**src/rtl/add_approx_pipe.sv**
```systemverilog
// add_approx_pipe: two-stage lower-part-OR approximate adder with valid/ready flow control.
// Define ADD_APPROX_ERRMON_EN to add the inexact-result counter and max-error monitor.
module add_approx_pipe #(
  parameter int WIDTH       = 8,
  parameter int APPROX_BITS = 2,
  parameter int CNT_W       = 16
) (
  input  logic             clk,
  input  logic             rst,
  input  logic             in_valid,
  output logic             in_ready,
  input  logic [WIDTH-1:0] in_a,
  input  logic [WIDTH-1:0] in_b,
  output logic             out_valid,
  input  logic             out_ready,
  output logic [WIDTH:0]   out_sum
`ifdef ADD_APPROX_ERRMON_EN
  ,
  input  logic             mon_clr,
  output logic [CNT_W-1:0] err_cnt,
  output logic [WIDTH:0]   err_max
`endif
);

  localparam int HI_W = WIDTH - APPROX_BITS;
  localparam int LO_W = (APPROX_BITS == 0) ? 1 : APPROX_BITS;

  if (APPROX_BITS < 0 || APPROX_BITS >= WIDTH || CNT_W < 1) begin : g_param_chk
    $error("add_approx_pipe: illegal WIDTH/APPROX_BITS/CNT_W combination");
  end

  logic            s2_adv;
  logic            s1_adv;
  logic            s1_valid_q, s1_valid_d;
  logic [HI_W-1:0] s1_a_q, s1_a_d;
  logic [HI_W-1:0] s1_b_q, s1_b_d;
  logic [LO_W-1:0] s1_lo_q, s1_lo_d;
  logic            s1_cin_q, s1_cin_d;
  logic [LO_W-1:0] lo_in;
  logic            cin_in;
  logic [HI_W:0]   hi_sum;
  logic [WIDTH:0]  approx_sum;
  logic            out_valid_q, out_valid_d;
  logic [WIDTH:0]  out_sum_q, out_sum_d;

  // With no approximated bits the low part vanishes and the upper add is the exact sum.
  if (APPROX_BITS == 0) begin : g_exact
    assign lo_in      = '0;
    assign cin_in     = 1'b0;
    assign approx_sum = hi_sum;
  end else begin : g_approx
    assign lo_in      = in_a[LO_W-1:0] | in_b[LO_W-1:0];
    assign cin_in     = in_a[LO_W-1] & in_b[LO_W-1];
    assign approx_sum = {hi_sum, s1_lo_q};
  end

  assign hi_sum = {1'b0, s1_a_q} + {1'b0, s1_b_q} + {{HI_W{1'b0}}, s1_cin_q};

  assign s2_adv    = !out_valid_q || out_ready;
  assign s1_adv    = !s1_valid_q || s2_adv;
  assign in_ready  = s1_adv;
  assign out_valid = out_valid_q;
  assign out_sum   = out_sum_q;

  always_comb begin
    s1_valid_d  = s1_valid_q;
    s1_a_d      = s1_a_q;
    s1_b_d      = s1_b_q;
    s1_lo_d     = s1_lo_q;
    s1_cin_d    = s1_cin_q;
    out_valid_d = out_valid_q;
    out_sum_d   = out_sum_q;
    if (s1_adv) begin
      s1_valid_d = in_valid;
      if (in_valid) begin
        s1_a_d   = in_a[WIDTH-1:APPROX_BITS];
        s1_b_d   = in_b[WIDTH-1:APPROX_BITS];
        s1_lo_d  = lo_in;
        s1_cin_d = cin_in;
      end
    end
    // out_sum only moves when stage 2 advances, so a stalled result stays put.
    if (s2_adv) begin
      out_valid_d = s1_valid_q;
      if (s1_valid_q) begin
        out_sum_d = approx_sum;
      end
    end
  end

  always_ff @(posedge clk) begin
    if (rst) begin
      s1_valid_q  <= 1'b0;
      s1_a_q      <= '0;
      s1_b_q      <= '0;
      s1_lo_q     <= '0;
      s1_cin_q    <= 1'b0;
      out_valid_q <= 1'b0;
      out_sum_q   <= '0;
    end else begin
      s1_valid_q  <= s1_valid_d;
      s1_a_q      <= s1_a_d;
      s1_b_q      <= s1_b_d;
      s1_lo_q     <= s1_lo_d;
      s1_cin_q    <= s1_cin_d;
      out_valid_q <= out_valid_d;
      out_sum_q   <= out_sum_d;
    end
  end

`ifdef ADD_APPROX_ERRMON_EN
  logic [WIDTH:0]   s1_exact_q, s1_exact_d;
  logic [WIDTH:0]   s2_exact_q, s2_exact_d;
  logic [WIDTH:0]   err_e;
  logic [CNT_W-1:0] err_cnt_q, err_cnt_d;
  logic [WIDTH:0]   err_max_q, err_max_d;

  // Exact sum rides alongside the approximate one, loaded under the same enables.
  always_comb begin
    s1_exact_d = s1_exact_q;
    s2_exact_d = s2_exact_q;
    if (s1_adv && in_valid) begin
      s1_exact_d = {1'b0, in_a} + {1'b0, in_b};
    end
    if (s2_adv && s1_valid_q) begin
      s2_exact_d = s1_exact_q;
    end
  end

  always_comb begin
    err_e     = (s2_exact_q >= out_sum_q) ? (s2_exact_q - out_sum_q) : (out_sum_q - s2_exact_q);
    err_cnt_d = err_cnt_q;
    err_max_d = err_max_q;
    if (mon_clr) begin
      err_cnt_d = '0;
      err_max_d = '0;
    end else if (out_valid_q && out_ready && (err_e != '0)) begin
      if (err_cnt_q != '1) begin
        err_cnt_d = err_cnt_q + CNT_W'(1);
      end
      if (err_e > err_max_q) begin
        err_max_d = err_e;
      end
    end
  end

  always_ff @(posedge clk) begin
    if (rst) begin
      s1_exact_q <= '0;
      s2_exact_q <= '0;
      err_cnt_q  <= '0;
      err_max_q  <= '0;
    end else begin
      s1_exact_q <= s1_exact_d;
      s2_exact_q <= s2_exact_d;
      err_cnt_q  <= err_cnt_d;
      err_max_q  <= err_max_d;
    end
  end

  assign err_cnt = err_cnt_q;
  assign err_max = err_max_q;
`endif

endmodule

```
**config.mk**
```make
export PLATFORM = sky130hd
export DESIGN_NAME = add_approx_pipe
export DESIGN_NICKNAME = d
export VERILOG_FILES = /design/src/rtl/add_approx_pipe.sv
export SDC_FILE = /design/constraint.sdc
export NUM_CORES = 1
export LEC_CHECK = 0
export CORE_UTILIZATION = 42
export DETAILED_ROUTE_END_ITERATION = 10
export PLACE_DENSITY = 0.81
export SLEW_MARGIN = 15
export SYNTH_ARGS = -nofsm -noshare
export SYNTH_HDL_FRONTEND = slang
export SYNTH_SLANG_ARGS = --single-unit
```
**constraint.sdc**
```tcl
create_clock -name clk -period 1.6 [get_ports clk]
set_clock_uncertainty 0.1 [all_clocks]
set_input_delay 0.32 -clock clk [delete_from_list [all_inputs] [get_ports clk]]
set_output_delay 0.32 -clock clk [all_outputs]
set_load 0.005 [all_outputs]
```
==> results of run 1 <==
==> worst register-to-register path, cell delays in order, from the launching register on <==
cell and delay (ns):
dfxtp_2 0.37, fa_2 0.24, inv_2 0.05, fa_2 0.33, nand2b_4 0.17, a21oi_2 0.13
nor2_1 0.06, o41ai_1 0.23
==> final timing paths <==
| check | start | endpoint | slack [ns] | cells past startpoint |
|---|---|---|---|---|
| worst max-delay path | s1_a_q[0] | out_sum[6] | -0.16 | 7 |
| worst min-delay path | out_sum[0] | out_sum[0] | 0.37 | 2 |
| worst max register to register | s1_a_q[0] | out_sum[6] | -0.16 | 7 |
| worst min register to register | out_sum[0] | out_sum[0] | 0.37 | 2 |
==> sequential cells by signal, summed over array words and instances, names as in the netlist <==
name and count:
s1_lo_q 2, s1_a_q 6, s1_b_q 6, out_valid 1
s1_cin_q 1, s1_valid_q 1, out_sum 9
==> power by group <==
part,total (mW),internal (mW),switching [mW]
clock,0.334,0.139,0.195
sequential,0.709,0.687,0.0221
combinational,0.264,0.145,0.119
==> placed cells by master, fill, tap and decap left out, drive strengths merged <==
master	n
nor2	11
a211o	1
ha	5
nand2b	3
and2	2
clkbuf	4
clkdlybuf4s15	1
a21oi	22
nor4b	1
dlygate4sd2	4
fa	2
nand2	35
a211oi	4
nand3	2
inv	5
nor3b	1
nor3	5
xnor2	1
o41ai	1
buf	17
o31ai	1
dlymetal6s2s	4
o21ai	2
clkdlybuf4s50	21
dfxtp	26
nand3b	2
==> what timing repair did <==
action,in CTS,in global routing
setup endpoints to repair,16,12
buffers inserted,2,2
pin swaps,1,2
resized for setup,18,7
==> synth_stat cells <==
cell | count | share of area (%)
nor3_1 | 5 | 2.1
buf_6 | 1 | 0.96
nand2_2 | 1 | 0.54
nand3_1 | 2 | 0.86
nand2b_1 | 3 | 1.6
buf_4 | 1 | 0.64
and2_1 | 2 | 1.1
a211o_1 | 1 | 0.75
nand2_1 | 34 | 11
ha_1 | 5 | 5.3
a21oi_1 | 22 | 9.4
o21ai_0 | 2 | 0.86
xnor2_1 | 1 | 0.75
nand3b_1 | 2 | 1.3
a211oi_1 | 2 | 1.3
nor4b_1 | 1 | 0.75
inv_1 | 5 | 1.6
a211oi_2 | 1 | 1.1
buf_2 | 2 | 0.86
o41ai_1 | 1 | 0.75
o31ai_4 | 1 | 1.8
clkbuf_1 | 3 | 0.96
nor2_1 | 11 | 3.5
fa_1 | 2 | 3.4
a211oi_4 | 1 | 1.7
dfxtp_1 | 26 | 44
nor3b_1 | 1 | 0.64
==> kinds of logic (layout without fill, tap and decap cells) <==
group	count (synthesis)	count (layout)	synth area share [%]
buffers and inverters	12	56	5.027
DFF	26	26	44.49
xor gates and xnor gates	1	1	0.7488
and+or+nand+nor	62	62	23.32
AOI/OAI and AO/OA	31	31	17.65
adders and majority gates	7	7	8.770
==> final cells by class <==
| cell class | count | area share (%) |
|---|---|---|
| clock buffer | 4 | 2.123 |
| inverter | 5 | 1.098 |
| multi-input combinational | 101 | 37.26 |
| sequential | 26 | 31.26 |
| tap | 30 | 2.196 |
| timing repair buffer | 47 | 26.06 |
==> per-layer routing <==
metal / vias up / GRT usage [%] / part of all wire [%]
met5: - / 0 / 0
met4: 0 / 10.26 / 1.9
met3: 6 / 4.167 / 3.6
met2: 25 / 38.55 / 52
met1: 489 / 21.54 / 42
li1: 555 / - / -
==> metrics by stage <==
| step | utilization, % | cells |
|---|---|---|
| after floorplan | - | 139 |
| after global placement | 62.73 | 205 |
| after detailed placement | 62.73 | 205 |
| after CTS | 65.59 | 211 |
| after global routing | 67.16 | 213 |
| final | 67.16 | 213 |
==> impl_results.md, run 1 <==
- Max Root-Sink Buffers: 2
- CP arrival: 1.89 ns
- CP max FO: 3
- CTS sink cnt: 26
- WP buf/inv: 1
- FMAX: 568.6 MHz
- Num rows: 18
- Worst path max stage delay: 0.37 ns
- Hpwl dp: 1.995 mm
- RSZ-0062 raised after global routing: yes
- Die extent in y: 54.78 um
- Area Growth Syn to Fin: 46.10%
- CP cell instances: fa_2 > inv_2 > fa_2 > nand2b_4 > a21oi_2 > nor2_1 > o41ai_1
- Area of the multi-input gates: 636.9 um2
- Placed inst area: 1597 um2
- Initial antenna violation count: 0
- Slack of the critical path: -0.1587 ns
- Post-route ant nets: 0
- Pin count of the biggest net entering global routing: 15
- Critical path class: reg -> reg
- Wire per inst: 12.61 um
- Port bufs: 30
- Chip width: 54.78 um
- Post-Syn Nets: 166
- Hold slack: 0.3679 ns
- WP data required: 1.74 ns
- Layout fillers: 211
- Cells after Synth: 139
- Global Route Usage Sum: 20.70%
- YS warnings: 0
- Lkg Pwr: 0.7618 nW
- Hold Fails Final Rpt: 0
- Clock root cell: clkbuf_4
- Cell repeated most along the worst path: fa_2
- TritonCTS buffer count: 3
- Seq. cell area: 534.3 um2
- Diode count: 0
- Power Total: 1.307 mW
- Avg Vias per Cell: 5.047
- DRC: 0
- Fraction of layout cells with a size suffix above 1: 25.68%
- CTS tree: built
- Final wirelength: 2.685 mm
- Max Cap Viol: 0
- Post-synthesis cell area: 1170 um2
- Headroom to the max-slew limit: 79.92%
- Crit end category: flop
- Via count: 1075
- Violated checks: setup timing
- Setup TNS: -0.5046 ns
- Drt pass-1 iters: 4
- Clock transition at the registers of the reported paths: 0.14 ns
- Delay-heaviest family, CP: adder cells
- First-pass GRT wire length: 4.298 mm
- Period Utilization, post-route: 109.9%
- Synth Register Bits: 26
- Netlist cell types: 27
- Initial core utilization: 45.97%
- Worst Hold Class: reg -> reg
- # setup viols final: 6
- Register area share after synthesis: 44.49%
- GPL Wtd Cong: 0.8494
- Peak VDD IR: 0.7211 mV
- Vias in the first global route: 1036
- Pwr dens: 764.9 nW/um2
- Die area: 3000 um2
- DRT iter0 DRCs: 10
- Gr ovfl total: 0
- IO Count: 31
- Final nets: 211
- Finished Cell Area: 1709 um2
- CP max-delay cell: dfxtp_2
- Cts hold-fix bufs: 0
- # H-tree levels: 1
- Final Critical Period: 1.759 ns
- Worst skew pair latency: 0.32 ns
- Syn avg cell area: 8.416 um2
- Crit path launch type: flop
- Core footprint: 2545 um2
- Status: finished with violations
- Setup WS pre-CTS: -0.2541 ns
- Pin slew with the least headroom to its limit: 0.3001 ns
- Final Max Tran Viols: 0
Power figures use the tool's default switching activity.
==> run 2: changes to the inputs <==
--- a/config.mk
+++ b/config.mk
@@ -6,6 +6,7 @@
 export NUM_CORES = 1
 export LEC_CHECK = 0
 export CORE_UTILIZATION = 42
+export CTS_CLUSTER_SIZE = 14
 export DETAILED_ROUTE_END_ITERATION = 10
 export PLACE_DENSITY = 0.81
 export SLEW_MARGIN = 15
==> results of run 2 <==
Final layout, timing and power as in run 1 (identical DEF).
